$ cat src/rtl/stopwatch_counter_if.sv
// Port bundle between the stopwatch counter and its neighbours: raw buttons in,
// registered count and status out, plus the FSM state for debug.
interface stopwatch_counter_if;
   // There is no valid/ready handshake on this bundle. Buttons are raw asynchronous
   // levels. bcd_out, running, overflow and fsm_state are registered levels that
   // hold until they change, so they can be sampled on any cycle.
   logic        btn_start_stop;
   logic        btn_clear;
   logic [15:0] bcd_out;
   logic        running;
   logic        overflow;
   logic [1:0]  fsm_state;

   modport master (
      output btn_start_stop, btn_clear,
      input  bcd_out, running, overflow, fsm_state
   );

   modport slave (
      input  btn_start_stop, btn_clear,
      output bcd_out, running, overflow, fsm_state
   );
endinterface

$ cat src/rtl/stopwatch_counter.sv
// Stopwatch core: button conditioning, start/pause/clear FSM, prescaler and 4-digit BCD count.
// Optional macro STOPWATCH_SATURATE_EN: hold at 9999 and force PAUSE instead of wrapping.
module stopwatch_counter #(
   parameter int TICK_DIV  = 100000,
   parameter int DB_CYCLES = 50000
) (
   input logic               clk,
   input logic               rst,
   stopwatch_counter_if.slave bus
);

   localparam int PW  = $clog2(TICK_DIV);
   localparam int DBW = $clog2(DB_CYCLES);
   localparam logic [PW-1:0]  PRESC_MAX = PW'(TICK_DIV - 1);
   localparam logic [DBW-1:0] DB_MAX    = DBW'(DB_CYCLES - 1);

   localparam logic [1:0] S_IDLE  = 2'd0;
   localparam logic [1:0] S_RUN   = 2'd1;
   localparam logic [1:0] S_PAUSE = 2'd2;

   // Index 0 is start/stop and index 1 is clear.
   logic [1:0]     sync1, sync2, db_lvl, db_prev;
   logic [DBW-1:0] db_cnt [2];
   logic [1:0]     press;
   logic           start_p, clear_p;

   always_ff @(posedge clk) begin
      if (rst) begin
         sync1   <= '0;
         sync2   <= '0;
         db_lvl  <= '0;
         db_prev <= '0;
         for (int i = 0; i < 2; i++) db_cnt[i] <= '0;
      end else begin
         sync1   <= {bus.btn_clear, bus.btn_start_stop};
         sync2   <= sync1;
         db_prev <= db_lvl;
         for (int i = 0; i < 2; i++) begin
            if (sync2[i] == db_lvl[i]) begin
               db_cnt[i] <= '0;
            end else if (db_cnt[i] == DB_MAX) begin
               db_lvl[i] <= sync2[i];
               db_cnt[i] <= '0;
            end else begin
               db_cnt[i] <= db_cnt[i] + DBW'(1);
            end
         end
      end
   end

   assign press   = db_lvl & ~db_prev;
   assign start_p = press[0];
   assign clear_p = press[1];

   function automatic logic [15:0] bcd_incr(input logic [15:0] v);
      logic [15:0] r;
      logic        carry;
      r     = v;
      carry = 1'b1;
      for (int d = 0; d < 4; d++) begin
         if (carry) begin
            if (v[4*d +: 4] == 4'd9) begin
               r[4*d +: 4] = 4'd0;
            end else begin
               r[4*d +: 4] = v[4*d +: 4] + 4'd1;
               carry       = 1'b0;
            end
         end
      end
      return r;
   endfunction

   logic [1:0]    state, state_nxt;
   logic [PW-1:0] presc, presc_nxt;
   logic [15:0]   bcd, bcd_nxt;
   logic          ovf, ovf_nxt;
   logic          running;
   logic          tick, at_max;

   assign tick   = (state == S_RUN) && (presc == PRESC_MAX);
   assign at_max = (bcd == 16'h9999);

   always_comb begin
      state_nxt = state;
      presc_nxt = presc;
      bcd_nxt   = bcd;
      ovf_nxt   = ovf;
      if (clear_p) begin
         state_nxt = S_IDLE;
         presc_nxt = '0;
         bcd_nxt   = '0;
         ovf_nxt   = 1'b0;
      end else begin
         if (state == S_RUN) presc_nxt = tick ? '0 : presc + PW'(1);
         if (tick) begin
`ifdef STOPWATCH_SATURATE_EN
            if (at_max) begin
               ovf_nxt   = 1'b1;
               state_nxt = S_PAUSE;
            end else begin
               bcd_nxt = bcd_incr(bcd);
            end
`else
            bcd_nxt = bcd_incr(bcd);
            if (at_max) ovf_nxt = 1'b1;
`endif
         end
         // A press coinciding with a tick still lets the tick land before pausing.
         if (start_p) begin
            case (state)
               S_IDLE:  state_nxt = S_RUN;
               S_RUN:   state_nxt = S_PAUSE;
`ifdef STOPWATCH_SATURATE_EN
               S_PAUSE: if (!ovf) state_nxt = S_RUN;
`else
               S_PAUSE: state_nxt = S_RUN;
`endif
               default: state_nxt = S_IDLE;
            endcase
         end
      end
   end

   always_ff @(posedge clk) begin
      if (rst) begin
         state   <= S_IDLE;
         presc   <= '0;
         bcd     <= '0;
         ovf     <= 1'b0;
         running <= 1'b0;
      end else begin
         state   <= state_nxt;
         presc   <= presc_nxt;
         bcd     <= bcd_nxt;
         ovf     <= ovf_nxt;
         running <= (state_nxt == S_RUN);
      end
   end

   assign bus.bcd_out   = bcd;
   assign bus.running   = running;
   assign bus.overflow  = ovf;
   assign bus.fsm_state = state;

endmodule

$ cat src/flat_wrapper.sv
// flat-port wrapper written by rule: the top's interface ports become plain ports
module stopwatch_counter_flat 
#(
   parameter int TICK_DIV  = 100000,
   parameter int DB_CYCLES = 50000
)
  (clk, rst, bus_btn_start_stop, bus_btn_clear, bus_bcd_out, bus_running, bus_overflow, bus_fsm_state);
  stopwatch_counter_if bus_i ();
  input logic clk;
  input logic rst;
  input wire logic [$bits(bus_i.btn_start_stop)-1:0] bus_btn_start_stop;
  input wire logic [$bits(bus_i.btn_clear)-1:0] bus_btn_clear;
  output wire logic [$bits(bus_i.bcd_out)-1:0] bus_bcd_out;
  output wire logic [$bits(bus_i.running)-1:0] bus_running;
  output wire logic [$bits(bus_i.overflow)-1:0] bus_overflow;
  output wire logic [$bits(bus_i.fsm_state)-1:0] bus_fsm_state;
  assign bus_i.btn_start_stop = bus_btn_start_stop;
  assign bus_i.btn_clear = bus_btn_clear;
  assign bus_bcd_out = bus_i.bcd_out;
  assign bus_running = bus_i.running;
  assign bus_overflow = bus_i.overflow;
  assign bus_fsm_state = bus_i.fsm_state;
  stopwatch_counter #(.TICK_DIV(TICK_DIV), .DB_CYCLES(DB_CYCLES)) u_core (.clk(clk), .rst(rst), .bus(bus_i));
endmodule
$ cat config.mk
export PLATFORM = sky130hd
export DESIGN_NAME = stopwatch_counter_flat
export DESIGN_NICKNAME = d
export VERILOG_FILES = /design/src/rtl/stopwatch_counter_if.sv /design/src/rtl/stopwatch_counter.sv /design/src/flat_wrapper.sv
export SDC_FILE = /design/constraint.sdc
export NUM_CORES = 1
export LEC_CHECK = 0
export CAP_MARGIN = 10
export CELL_PAD_IN_SITES_DETAIL_PLACEMENT = 0
export CELL_PAD_IN_SITES_GLOBAL_PLACEMENT = 1
export CORE_MARGIN = 2
export CORE_UTILIZATION = 49
export DETAILED_ROUTE_END_ITERATION = 12
export GPL_TIMING_DRIVEN = 0
export HOLD_SLACK_MARGIN = 0.02
export PLACE_DENSITY = 0.84
export SLEW_MARGIN = 20
export SYNTH_ARGS = -nofsm -noshare
export SYNTH_HDL_FRONTEND = slang
export SYNTH_SLANG_ARGS = --single-unit
$ cat constraint.sdc
create_clock -name clk -period 6.22 [get_ports clk]
set_input_delay 1.244 -clock clk [delete_from_list [all_inputs] [get_ports clk]]
set_output_delay 1.244 -clock clk [all_outputs]
set_load 0.01 [all_outputs]
# Word-level counts from Yosys, hierarchy flattened
# Memory sizes are Yosys's and may differ from the RTL's.
# Index checks and enable logic that the tools add are counted.
dict set report totals {
  ff_bits 45
  mem_bits_rw 32
  in_bits 4
  output_inout_bits 20
  elab_cells 103
  mem_count 1
}
dict set report classes {
  addsub 7
  eq_ne 13
  muxes 49
  bitwise 10
  reduce_logical 10
}
# memory words word_bits read_ports rd_clocked_by_memory_dff wr line_no
set mem_list {}
lappend mem_list {u_core.db_cnt 2 16 2 0 2 stopwatch_counter.sv:23} ;# logic [DBW-1:0] db_cnt [2];
# op count
set ops {}
lappend ops {{$mux 16} 6}
lappend ops {{$eq 16x16->1 const B} 3}
lappend ops {{$mux 1} 35}
lappend ops {{$add 16x1->16 const B} 2}
lappend ops {{$add 17x1->17 const B} 1}
lappend ops {{$eq 17x17->1 const B} 1}
lappend ops {{$mux 17} 1}
lappend ops {{$add 4x1->4 const B} 4}
lappend ops {{$eq 4x4->1 const B} 4}
lappend ops {{$mux 4} 4}
lappend ops {{$reduce_and 2->1} 6}
lappend ops {{$or 1x1->1} 6}
lappend ops {{$eq 2x1->1 const B} 2}
lappend ops {{$mux 2} 2}
lappend ops {{$pmux 2 s2} 1}
lappend ops {{$reduce_or 2->1} 2}
lappend ops {{$and 2x2->2} 1}
lappend ops {{$eq 1x1->1} 2}
lappend ops {{$eq 2x2->1 const B} 1}
lappend ops {{$logic_not 2->1} 1}
lappend ops {{$not 1->1} 2}
lappend ops {{$not 2->2} 1}
lappend ops {{$logic_and 1x1->1} 1}

# Depth between registers and ports, before layout
# Gate-level depths: netlist of run 1.
dict set report depth {
  ltp_word 11
  ltp_mapped 7
  depth_no_buf 6
}

# Least setup slack after synthesis of run 1
# No wires, ideal clock.
dict set report synth_path {
  path_kind {input to register}
  from {input rst}
  to {register u_core.presc[10]}
  arrival_time_ps 2150
  slack_ps 3943
  path_stages 5
  n_path_buf 2
  path_cell_list {clkbuf_1 > nor2_1 > nand2_1 > clkbuf_1 > nor2_1}
}
dict set report synth_via {
  elab_chain_len 1
}
# element line_no
set synth_rtl {}
lappend synth_rtl {{start, declared} flat_wrapper.sv:10} ;# input logic rst;
lappend synth_rtl {{$reduce_or 2->1 (no source line)} -}
lappend synth_rtl {{end signal, assigned} stopwatch_counter.sv:133} ;# presc <= presc_nxt;
lappend synth_rtl {{end, declared} stopwatch_counter.sv:74} ;# logic [PW-1:0] presc, presc_nxt;
# No other way between the ends.
# A chain may end at the register's enable or synchronous reset.

# Worst setup path in the final report of run 1
dict set report layout_path {
  from {input rst}
  to {register u_core.presc[6]}
}
# Same word-level chain as after synthesis.

==> out/summary.txt, run 1 <==
Die area - 8320 um^2
Initial antenna violation count - 0
Post-Synthesis Cell Area - 3730 um^2
Chip Width - 91.2 um
Critical Path AT - 3140 ps
Critical path peak fanout - 10
First-pass detailed-route iteration total - 4
Slew HR - 51.7%
Post-synth EDFFs - 32
Synth area leaders - edfxtp_1 (26%), dfxtp_1 (24%), nor2_1 (6.8%)
PortBufs - 23
WP data required - 6440 ps
Final Cycle Share - 46.9%
Max-Cap Viols - 0
Post-synth top area cell - edfxtp_1
Largest net degree at the start of global routing - 13
Drt wl/cell - 12.7 um
Chip height - 91.2 um
Cell variety after synth - 46
Final TNS setup - 0 ps
Setup Skew - 11.5 ps
NumNets Final - 462
GP Congestion - 0.845
Sequential share of power - 56.1%
Mapped Cells - 390
Gate power share - 2.9%
Outcome - complete, no violations
RSZ-0062 raised after global routing - no
Fill cells - 681
Most common cell in the synthesized netlist - nor2_1
I/O pin total - 24
Num CTS Buffers - 9
Startpoint Class - input port
Fmax - 0.343 GHz
Number of global-route vias before repair - 2789
GRT Util Overall - 18.1%
GR Overflow Total - 0
Finished Layout Cells - 558
P_sw - 0.000204 W
Post-CTS Repair Setup Buffers - 0
Yosys top cell area share - 25.8%
Post-route ant nets - 0
TritonCTS clock tree - built
Worst-skew pair later-pin latency - 350 ps
Top_reg_cell synth - dfxtp_1
HPWL Detailed - 5060 um
Htree depth - 3
Min Hold Slack - 447 ps
LEAKAGE - 1.47 nW
Fin. Hold Viols - 0
Maximum vdd ir drop - 0.109 mV
Sw Share - 20.9%
Cts hold-fix bufs - 0
First-pass GRT wire length - 12400 um
Longest Clk Path Bufs - 2
Area growth syn-to-layout - 18.1%
Final WL - 7060 um
Final setup viols - 0
Total power - 0.000973 W
# DRC - 0
Synth Register Bits - 77
Vias - 2882
Core Area - 7290 um^2
Cell area power density - 221 nW/um^2
Synth cell count leaders - nor2_1 (68), dfxtp_1 (45), edfxtp_1 (32)
Vias per inst - 5.16
Share of layout cells above drive strength 1 - 5.23%
Worst Hold Class - reg -> reg
First-iteration detailed-routing DRC count - 97
Final Critical Period - 2920 ps
Slew Viols, Final - 0
FP Rows - 31
Ys Warns - 0
Initial Util - 51.1%
Pint - 0.000769 W
CP Class - in -> reg
Placed cell count - 543
Share of synthesized area occupied by flip-flops and latches - 49.9%
Avg Synthesized Cell Area - 9.56 um^2
Ys async rst share - 0%
CP Capture Type - flop
CTS Sinks - 77
Worst slew pin tran - 718 ps
Root Buffer - clkbuf_8
Clock network power share - 41.1%
Worst-path clk slew - 80 ps
PostCTS Resize Cnt - 0
# diodes - 0
layout make-up:
type	instances	area (um^2)	area share [%]
Multi-Input combinational cell	327	1900	43.2
Sequential cell	77	1860	42.3
Timing Repair Buffer	23	230	5.23
Clock buffer	10	128	2.90
Tap cell	99	124	2.81
Clock inverter	5	76.3	1.73
Buffer	8	46.3	1.05
Inverter	9	33.8	0.767
through the flow:
stage                     utilization, %  area (um^2)  setup WS [ps]
after floorplan                        -         3840           3940
after CTS                           60.4         4400           3280
after global routing                60.4         4400           3090
final                               60.4         4400           3300
after global placement              57.6         4200           2910
after detailed placement            57.6         4200           2900
cell families after synthesis:
kind of cell    Yosys count  share of synthesized area (%)
flops                    77                           49.9
compound gates           34                           5.34
xor+xnor                 45                           10.6
mux                       5                           1.34
fa+ha+maj                 3                           1.01
other cells               1                          0.101
buf+inv                  17                           2.15
simple gates            208                           29.6
sequential cells by signal, indices dropped and copies added (netlist names):
name                  flops
u_core.bus.bcd_out       16
u_core.sync1              2
u_core.db_prev            2
u_core.bus.running        1
u_core.db_lvl             2
u_core.bus.overflow       1
u_core.sync2              2
u_core.presc             17
u_core.db_cnt            32
u_core.bus.fsm_state      2
metal layers:
layer	global-route usage (%)	part of all wire, %	vias to the layer above
met5	0	0	-
met4	7.70	2.1	0
met3	3.40	2.8	18
met2	29.2	47	50
met1	24.0	48	1346
li1	-	-	1468
layout by cell type, fill, tap and decap left out, types with 14 or more instances in the layout:
| master | n |
|---|---|
| a21oi_1 | 14 |
| clkdlybuf4s50_1 | 23 |
| conb_1 | 32 |
| dfxtp_1 | 45 |
| edfxtp_1 | 32 |
| nand2_1 | 30 |
| nand3_1 | 24 |
| nor2_1 | 68 |
| nor2b_1 | 14 |
| xnor2_1 | 18 |
| xor2_1 | 27 |
worst max-delay path, cell delays in order:
cell and delay, ps:
clkdlybuf4s50_1 540, clkbuf_1 360, nor2_1 210, nand2_1 260, clkbuf_1 420, nor2_1 100
final timing paths:
kind                            cells past startpoint                  end                 start  slack (ps)
worst max-delay path                                6      u_core.presc[6]                   rst        3300
worst max register to register                      6  u_core.db_cnt[0][4]  u_core.db_cnt[0][12]        3740
worst min-delay path                                1      u_core.sync2[0]       u_core.sync1[0]         450
worst min register to register                      1      u_core.sync2[0]       u_core.sync1[0]         450
power by group through the flow:
stage	Combinational (W)	Sequential, W	Clock, W
global placement	0.0000279	0.000556	0
floorplan	0.0000213	0.000554	0
finish	0.0000281	0.000545	0.000399
global route	0.0000323	0.000547	0.000430
detailed placement	0.0000277	0.000557	0
CTS	0.0000279	0.000545	0.000408
(Power assumes the default switching activity.)
==> run 2: changes to the inputs <==
--- a/config.mk
+++ b/config.mk
@@ -9,11 +9,11 @@
 export CELL_PAD_IN_SITES_DETAIL_PLACEMENT = 0
 export CELL_PAD_IN_SITES_GLOBAL_PLACEMENT = 1
 export CORE_MARGIN = 2
-export CORE_UTILIZATION = 49
+export CORE_UTILIZATION = 46
 export DETAILED_ROUTE_END_ITERATION = 12
 export GPL_TIMING_DRIVEN = 0
 export HOLD_SLACK_MARGIN = 0.02
-export PLACE_DENSITY = 0.84
+export PLACE_DENSITY = 0.79
 export SLEW_MARGIN = 20
 export SYNTH_ARGS = -nofsm -noshare
 export SYNTH_HDL_FRONTEND = slang
==> constraint.sdc (replaced) <==
create_clock -name clk -period 2.7 [get_ports clk]
set_input_delay 0.54 -clock clk [delete_from_list [all_inputs] [get_ports clk]]
set_output_delay 0.54 -clock clk [all_outputs]
set_load 0.01 [all_outputs]
==> out/summary.txt, run 2 (synthesis gave the netlist of run 1 again) <==
HPWL Detailed - 5030 um (-0.45%)
Final WL - 7000 um (-0.88%)
Core Area - 7810 um^2 (+7.1%)
Critical path peak fanout - 10 (unchanged)
WL met1 - 3550 um (+4.2%)
Chip Width - 94.0 um (+3.1%)
Slew HR - 51.6% (-0.073 points)
NumNets Final - 462 (unchanged)
Max-Cap Viols - 0 (unchanged)
TritonCTS clock tree - built
Num CTS Buffers - 9 (unchanged)
# DRC - 0 (unchanged)
Outcome - complete, no violations
Finished Layout Cells - 562 (+0.72%)
Share of layout cells above drive strength 1 - 5.65% (+0.42 points)
Longest Clk Path Bufs - 2 (unchanged)
R2r startpoint - u_core.db_cnt[0][11]
Slew Viols, Final - 0 (unchanged)
Min Hold Slack - 461 ps (+13.6 ps)
DR WL met3 - 158 um (-21%)
Worst-skew pair later-pin latency - 340 ps (about the same)
RSZ-0062 raised after global routing - no
Final non-filler cell area - 4400 um^2 (about the same)
Area growth syn-to-layout - 18.1% (about the same)
Largest net degree at the start of global routing - 14 (+1)
Post-route ant nets - 0 (unchanged)
Htree depth - 3 (unchanged)
WP data required - 2800 ps (-3640 ps)
First-iteration detailed-routing DRC count - 91 (-6.2%)
Worst Hold Class - reg -> reg
Crit path to - u_core.db_cnt[0][13]
Placed cell count - 546 (+0.55%)
Post-CTS Repair Setup Buffers - 0 (unchanged)
CP startpoint - u_core.db_cnt[0][11]
I/O pin total - 24 (unchanged)
Final Critical Period - 2400 ps
Cts hold-fix bufs - 0 (unchanged)
Vias per inst - 5.08 (-1.7%)
Final TNS setup - 0 ps (unchanged)
PortBufs - 23 (unchanged)
CP Class - reg -> reg
Commonest non-fill, non-tap cells in the layout - nor2_1 (68), dfxtp_1 (45), edfxtp_1 (32), conb_1 (32), nand2_1 (30)
Root Buffer - clkbuf_8
Startpoint Class - flop
PostCTS Resize Cnt - 0 (unchanged)
Most flops, register - u_core.db_cnt
Initial antenna violation count - 0 (unchanged)
Vias - 2853 (-1.0%)
CTS Sinks - 77 (unchanged)
Final Cycle Share - 88.8%
Top layer in use - met4
Slowest cell delay on critical path - 560 ps (+20 ps)
Chip height - 94.0 um (+3.1%)
First-pass GRT wire length - 12600 um (+1.7%)
CP Cell Sequence - or4_1 > nor4_2 > or3_1 > clkbuf_1 > buf_2 > nor2_1
Flop-to-flop setup slack - 300 ps (-3440 ps)
FF-to-FF End - u_core.db_cnt[0][13]
Critical Path AT - 2490 ps (-650 ps)
Number of flip-flops in the largest register - 32 (unchanged)
Worst-path clk slew - 80 ps (about the same)
Drt wl/cell - 12.5 um (-1.6%)
GRT Util Overall - 18.0% (-0.16 points)
Fin. Hold Viols - 0 (unchanged)
Worst slew pin tran - 719 ps (+1.08 ps)
CP Capture Type - flop
Placed Instance Area - 4200 um^2 (about the same)
Met2 WL - 3150 um (-4.6%)
Cell area power density - 496 nW/um^2 (+120%)
Setup Skew - 10.9 ps (-0.561 ps)
GP Congestion - 0.848 (+0.37%)
# diodes - 0 (unchanged)
FP Rows - 32 (+3.2%)
First-pass detailed-route iteration total - 4 (unchanged)
Maximum vdd ir drop - 0.240 mV (+120%)
GR Overflow Total - 0 (unchanged)
Initial Util - 47.8% (-3.4 points)
Final setup viols - 0 (unchanged)
Number of global-route vias before repair - 2779 (-0.36%)
Commonest non-fill, non-tap cell in the layout - nor2_1
FF-to-FF path depth - 6 (unchanged)
Slowest-stage cell, CP - or4_1
Fmax - 0.417 GHz
Die area - 8840 um^2 (+6.2%)
LEAKAGE - 1.47 nW (-0.20%)
==> run 2: cell types whose count changed in the layout (fill, tap and decap cells not counted) <==
| cell | previous run | this run |
|---|---|---|
| bufinv_16 | 2 | 1 |
| clkbuf_8 | 9 | 10 |
| clkinv_2 | 1 | 2 |
| nor4_1 | 4 | 3 |
| nor4_2 | 0 | 1 |
==> run 2: report_power, final <==
part,internal (W),switching (W),leakage (nW)
sequential,0.00123,0.0000228,0.693
clock,0.000447,0.000415,0.0967
combinational,0.0000267,0.0000379,0.675
==> run 2: cell type report <==
class / count / area (um^2)
clock inverter: 5 / 51.3
inverter: 9 / 33.8
clock buffer: 11 / 141
tap: 102 / 128
sequential: 77 / 1860
buffer: 8 / 46.3
timing repair buffer: 23 / 230
multi-input combinational: 327 / 1910
fill: 742 / 3410
==> run 2: routing by layer <==
metal	up-vias	GRT usage [%]
met5	-	0
met4	0	7.97
met3	10	3.13
met2	36	28.7
met1	1328	23.9
li1	1479	-
==> run 2: worst max-delay path: cells and delay by family (launching register included) <==
family,cells,cell delay (ps)
buffers and inverters,2,550
flip-flops,1,440
AND/OR/NAND/NOR,4,1170
==> run 2: worst min path at each step <==
| stage | start | to | depth (start not counted) |
|---|---|---|---|
| CTS | u_core.sync1[0] | u_core.sync2[0] | 1 |
| detailed placement | u_core.sync1[1] | u_core.sync2[1] | 1 |
| global route | u_core.sync1[0] | u_core.sync2[0] | 1 |
| finish | u_core.sync1[0] | u_core.sync2[0] | 1 |
| floorplan | u_core.sync1[0] | u_core.sync2[0] | 1 |
| global placement | u_core.sync1[1] | u_core.sync2[1] | 1 |
==> run 2: per-stage QoR <==
step                      setup WS (ps)  util (%)  total power (W)
after floorplan                     554         -          0.00133
after global placement             69.5      53.8          0.00135
after detailed placement           57.3      53.8          0.00135
after CTS                           179      56.3          0.00221
after global routing               25.0      56.4          0.00228
final                               303      56.4          0.00218
